===== src/rtl/traffic_light_pkg.sv =====
// traffic_light_pkg: lamp and monitor encodings plus default dwell times shared with the controller
package traffic_light_pkg;

    typedef enum logic [1:0] {L_NONE, L_RED, L_GREEN, L_YELLOW} light_e;
    typedef enum logic [1:0] {MS_UNSYNC, MS_RED, MS_GREEN, MS_YELLOW} mon_state_e;

    localparam int DEF_RED_CYCLES    = 10;
    localparam int DEF_GREEN_CYCLES  = 8;
    localparam int DEF_YELLOW_CYCLES = 3;

    function automatic int max3(input int a, input int b, input int c);
        return (a > b) ? ((a > c) ? a : c) : ((b > c) ? b : c);
    endfunction

    // Phase order RED -> GREEN -> YELLOW -> RED
    function automatic light_e next_light(input light_e l);
        return (l == L_YELLOW) ? L_RED : light_e'(l + 2'd1);
    endfunction

endpackage


===== src/rtl/traffic_light_dwell_timer.sv =====
// traffic_light_dwell_timer: phase dwell counter, load-to-1, increment, saturate at expected+1
module traffic_light_dwell_timer #(
    parameter int DW = 4
) (
    input  logic          clk,
    input  logic          rst_n,
    input  logic          clear,
    input  logic          load,
    input  logic          inc,
    input  logic [DW-1:0] expected,
    output logic          match,
    output logic          saturated,
    output logic          overrun
);

    logic [DW-1:0] dwell;

    assign match     = dwell == expected;
    assign saturated = dwell == expected + DW'(1);
    // Saturation means expected+1 is reached only once per phase
    assign overrun   = inc && match;

    always_ff @(posedge clk or negedge rst_n)
        if (!rst_n)
            dwell <= '0;
        else if (clear)
            dwell <= '0;
        else if (load)
            dwell <= DW'(1);
        else if (inc && !saturated)
            dwell <= dwell + DW'(1);

endmodule


===== src/rtl/traffic_light_monitor.sv =====
// traffic_light_monitor: passive checker of lamp one-hot encoding, phase order and per-phase dwell
module traffic_light_monitor
    import traffic_light_pkg::*;
#(
    parameter int RED_CYCLES    = DEF_RED_CYCLES,
    parameter int GREEN_CYCLES  = DEF_GREEN_CYCLES,
    parameter int YELLOW_CYCLES = DEF_YELLOW_CYCLES,
    parameter int CNT_W         = 16
) (
    input  logic             clk,
    input  logic             rst_n,
    input  logic             red,
    input  logic             yellow,
    input  logic             green,
    input  logic             clr_sticky,
    output logic [1:0]       cur_light,
    output logic             locked,
    output logic             err_onehot,
    output logic             err_seq,
    output logic             err_dwell,
    output logic             err_sticky,
    output logic [CNT_W-1:0] cycle_cnt
);

    localparam int DW = $clog2(max3(RED_CYCLES, GREEN_CYCLES, YELLOW_CYCLES) + 2);

    localparam logic [1:0] S_UNSYNC = MS_UNSYNC;
    localparam logic [1:0] S_RED    = MS_RED;
    localparam logic [1:0] S_GREEN  = MS_GREEN;

    logic [1:0]    state, state_n;
    logic          prev_nonred, clean;
    logic          onehot, in_t, same, legal, illegal, lock;
    logic          match, saturated, overrun;
    logic          e_one, e_seq, e_dwell, count;
    logic [DW-1:0] expected;
    light_e        lamp, nxt, st_l;

    // Tracked states share encoding with their lamp, so state and lamp compare directly
    always_comb begin
        onehot   = (2'(red) + 2'(yellow) + 2'(green)) == 2'd1;
        lamp     = !onehot ? L_NONE : red ? L_RED : green ? L_GREEN : L_YELLOW;
        st_l     = light_e'(state);
        in_t     = state != S_UNSYNC;
        nxt      = next_light(st_l);
        same     = in_t && onehot && lamp == st_l;
        legal    = in_t && onehot && lamp == nxt;
        illegal  = in_t && onehot && !same && !legal;
        lock     = !in_t && lamp == L_RED && prev_nonred;
        expected = state == S_RED ? DW'(RED_CYCLES) : state == S_GREEN ? DW'(GREEN_CYCLES) : DW'(YELLOW_CYCLES);
        e_one    = !onehot;
        e_seq    = illegal;
        e_dwell  = (same && overrun) || (legal && !match && !saturated);
        count    = legal && nxt == L_RED && clean && !e_dwell;
        state_n  = lock ? S_RED : legal ? nxt : (illegal || !onehot) ? S_UNSYNC : state;
    end

    traffic_light_dwell_timer #(.DW(DW)) u_timer (
        .clk       (clk),
        .rst_n     (rst_n),
        .clear     (!onehot || illegal || (!in_t && !lock)),
        .load      (lock || legal),
        .inc       (same),
        .expected  (expected),
        .match     (match),
        .saturated (saturated),
        .overrun   (overrun)
    );

    // clean spans RED..YELLOW and restarts on every RED entry
    always_ff @(posedge clk or negedge rst_n)
        if (!rst_n) begin
            state       <= S_UNSYNC;
            prev_nonred <= 1'b0;
            clean       <= 1'b0;
            cur_light   <= 2'd0;
            locked      <= 1'b0;
            err_onehot  <= 1'b0;
            err_seq     <= 1'b0;
            err_dwell   <= 1'b0;
            err_sticky  <= 1'b0;
            cycle_cnt   <= '0;
        end else begin
            state       <= state_n;
            prev_nonred <= lamp != L_RED;
            clean       <= (lock || (legal && nxt == L_RED)) ? 1'b1 : e_dwell ? 1'b0 : clean;
            cur_light   <= lamp;
            locked      <= state_n != S_UNSYNC;
            err_onehot  <= e_one;
            err_seq     <= e_seq;
            err_dwell   <= e_dwell;
            err_sticky  <= e_one || e_seq || e_dwell || (err_sticky && !clr_sticky);
            if (count)
                cycle_cnt <= cycle_cnt + CNT_W'(1);
        end

endmodule


===== config.mk =====
export PLATFORM = sky130hd
export DESIGN_NAME = traffic_light_monitor
export DESIGN_NICKNAME = d
export VERILOG_FILES = /design/src/rtl/traffic_light_pkg.sv /design/src/rtl/traffic_light_dwell_timer.sv /design/src/rtl/traffic_light_monitor.sv
export SDC_FILE = /design/constraint.sdc
export NUM_CORES = 1
export LEC_CHECK = 0
export ABC_CLOCK_PERIOD_IN_PS = 3050
export CORE_AREA = 2 2 80 52
export DETAILED_ROUTE_END_ITERATION = 6
export DIE_AREA = 0 0 82 54
export GPL_TIMING_DRIVEN = 0
export HOLD_SLACK_MARGIN = 0.03
export PLACE_DENSITY = 0.87
export SYNTH_ARGS = -nofsm -noshare
export SYNTH_HDL_FRONTEND = slang
export SYNTH_SLANG_ARGS = --single-unit

===== constraint.sdc =====
create_clock -name clk -period 3.05 [get_ports clk]
set_input_delay 0.61 -clock clk [delete_from_list [all_inputs] [get_ports clk]]
set_output_delay 0.61 -clock clk [all_outputs]
set_load 0.005 [all_outputs]

==> results.yml <==
finish:
  final_nets: 225
  final_cells: 262
  multi_input_area_um2: 1020
  seqCellArea_um2: 776
  fillCellCount: 327
  post-route-cell-area_um2: 2340
  n_antenna_cell: 0
  drive_above_1_share_pct: 18.4
  post-route-util_pct: 61.9
  layout_common_cells: "dfrtp_1 (31), clkdlybuf4s50_1 (26), xnor2_1 (23), nor2_1 (12), inv_1 (10)"
  mostFrequentLayoutCell: "dfrtp_1"
  area_growth_pct: 24.6
floorplanning:
  core_area_um2: 3780
  start_util_pct: 49.7
  dieArea_um2: 4430
  rows: 18
  die_h_um: 54
  io_pins: 29
  die_w_um: 82
detailed_routing:
  drtAntennaViolNets: 0
  first_pass_iters: 4
  route.detailed.drc: 0
  num_vias: 1424
  routedWlPerCell_um: 14.7
  viasPerCell: 5.44
  drt_wl_total_um: 3850
  drt_iter0_markers: 57
sta:
  finalSetupViolCount: 0
  fmax_mhz: 344
  tightest_slew_ns: 0.682
  slew_headroom_pct: 54.6
  period_share_pct: 95.4
  hold_viol: 0
  fin_ws_ns: 0.140
  period_minus_slack_ns: 2.91
  slew_viol_final: 0
  clock_skew_ns: 0.00416
  rsz0062_at_grt: "false"
worst_setup_path:
  required_ns: 3.21
  start_kind: "primary input"
  critPathKind: "in -> reg"
  rrSetupSlack_ns: 0.42
  worst_setup_path_end_kind: "flop"
  crit_path_max_fanout: 6
  crit_arrival_ns: 3.07
synth:
  yosys_register_bits: 31
  async_flop_share_pct: 100
  syn_area_per_cell_um2: 10.9
  synth.distinct_cells: 47
  synth_flop_cell: "dfrtp_1"
  yosys_warnings: 0
  yosysSeqAreaShare_pct: 41.3
  synth_edf_count: 0
  syn-instance-count: 173
  netlist_area_um2: 1880
  synth_fp_nets: 187
global_routing:
  grt_pass1_wl_um: 6300
  grt_antenna_before_repair: 0
  grt_usage_pct: 19.4
  globalRouteOverflowTotal: 0
  grt_pass1_vias: 1335
  grt_max_degree: 32
placed_design:
  placed_cells: 250
  placed_cell_area_um2: 2210
  port_buffers: 27
  detailed_place_hpwl_um: 2830
  gp_congestion: 0.920
  dpl_worst_slack_ns: -0.355
pwr:
  ir_worst_vdd_mv: 0.256
  power_density_nw_per_um2: 388
  leakage_nw: 0.986
  total_power_w: 0.000910
run:
  cap_violations: 0
status:
  status: "finished clean"
clock_network:
  cts_hold_buf: 0
  cts.sinks: 31
  numCtsBuffers: 5
  cts_max_path_buffers: 2
  root_buffer: "clkbuf_8"
  clkLatencyLatePin_ns: 0.28
  path_clk_slew_ns: 0.06
  h-tree-depth: 2
  cts_tree: "yes"
hold_path:
  worstHoldPathType: "in -> async"
registers in the layout (all words and copies together) (netlist names):
name	cells
cycle_cnt	16
u_timer.dwell	4
cur_light	2
st_l	2
clean	1
err_dwell	1
err_onehot	1
err_seq	1
err_sticky	1
locked	1
prev_nonred	1
metrics by stage:
step | hold WS (ns) | TNS, ns
2_1_floorplan | 0.314 | 0
3_3_place_gp | 0.463 | -2.76
3_5_place_dp | 0.480 | -3.52
4_1_cts | 0.489 | 0
5_1_grt | 0.430 | 0
6_report | 0.367 | 0
synthesized netlist by cell type (4+ instances only):
cell type,instances,area (um2)
xnor2_1,23,201
ha_1,7,87.6
inv_1,10,37.5
nand4_1,7,43.8
dfrtp_1,31,776
and3_1,8,50.1
nor2_1,12,45.0
nand3_1,4,20.0
a21oi_1,4,20.0
nand3_2,7,70.1
nand2_1,7,26.3
final timing paths:
path	start	to	depth (start not counted)
worst min-delay path	rst_n	err_sticky	1
min in group clk	cycle_cnt[15]	cycle_cnt[15]	1
worst max register to register	st_l[0]	err_sticky	8
max in group asynchronous	rst_n	prev_nonred	1
worst max-delay path	green	cycle_cnt[1]	9
worst min register to register	cycle_cnt[15]	cycle_cnt[15]	1
where the power goes:
| part | leakage (nW) | switching [W] | total [W] | internal [W] |
|---|---|---|---|---|
| registers | 0.413 | 0.00000646 | 0.000428 | 0.000422 |
| logic | 0.521 | 0.0000722 | 0.000127 | 0.0000545 |
| clock network | 0.0515 | 0.000149 | 0.000355 | 0.000206 |
cell families after synthesis:
family,count (synthesis),share of synthesized area (%)
AO/OA/AOI/OAI,20,8.58
buffers and inverters,18,4.92
AND/OR/NAND/NOR,68,26.3
multiplexers,2,1.13
XOR/XNOR,26,12.1
adder cells (fa/ha/maj),8,5.72
flip-flops,31,41.3
repair_timing:
action | 4_1_cts | 5_1_grt
endpoints found under the setup margin | 1 | 1
pin swaps | 0 | 3
buffers inserted | 0 | 4
resized for setup | 1 | 1
metal layers:
layer	vias up	GRT usage [%]	part of all wire, %
met2	32	27.1	41
met1	690	29.6	53
li1	696	-	-
met5	-	0	0
met3	6	4.70	4.3
met4	0	5.00	1.1
critical path, cell delays in order:
cell             delay (ns)
clkdlybuf4s50_1        0.47
inv_1                  0.06
fa_2                   0.51
nor2b_4                0.20
inv_2                  0.09
or4_4                  0.47
a21o_4                 0.25
nand2_2                0.08
mux2_1                 0.32
final cells by class:
| type | count | share of cell area (%) |
|---|---|---|
| Multi-Input combinational cell | 124 | 43.4 |
| Sequential cell | 31 | 33.1 |
| Timing Repair Buffer | 31 | 12.6 |
| Clock buffer | 8 | 4.27 |
| Tap cell | 50 | 2.67 |
| Buffer | 7 | 2.19 |
| Inverter | 11 | 1.76 |
No activity file was read; power rests on OpenSTA's default activity.
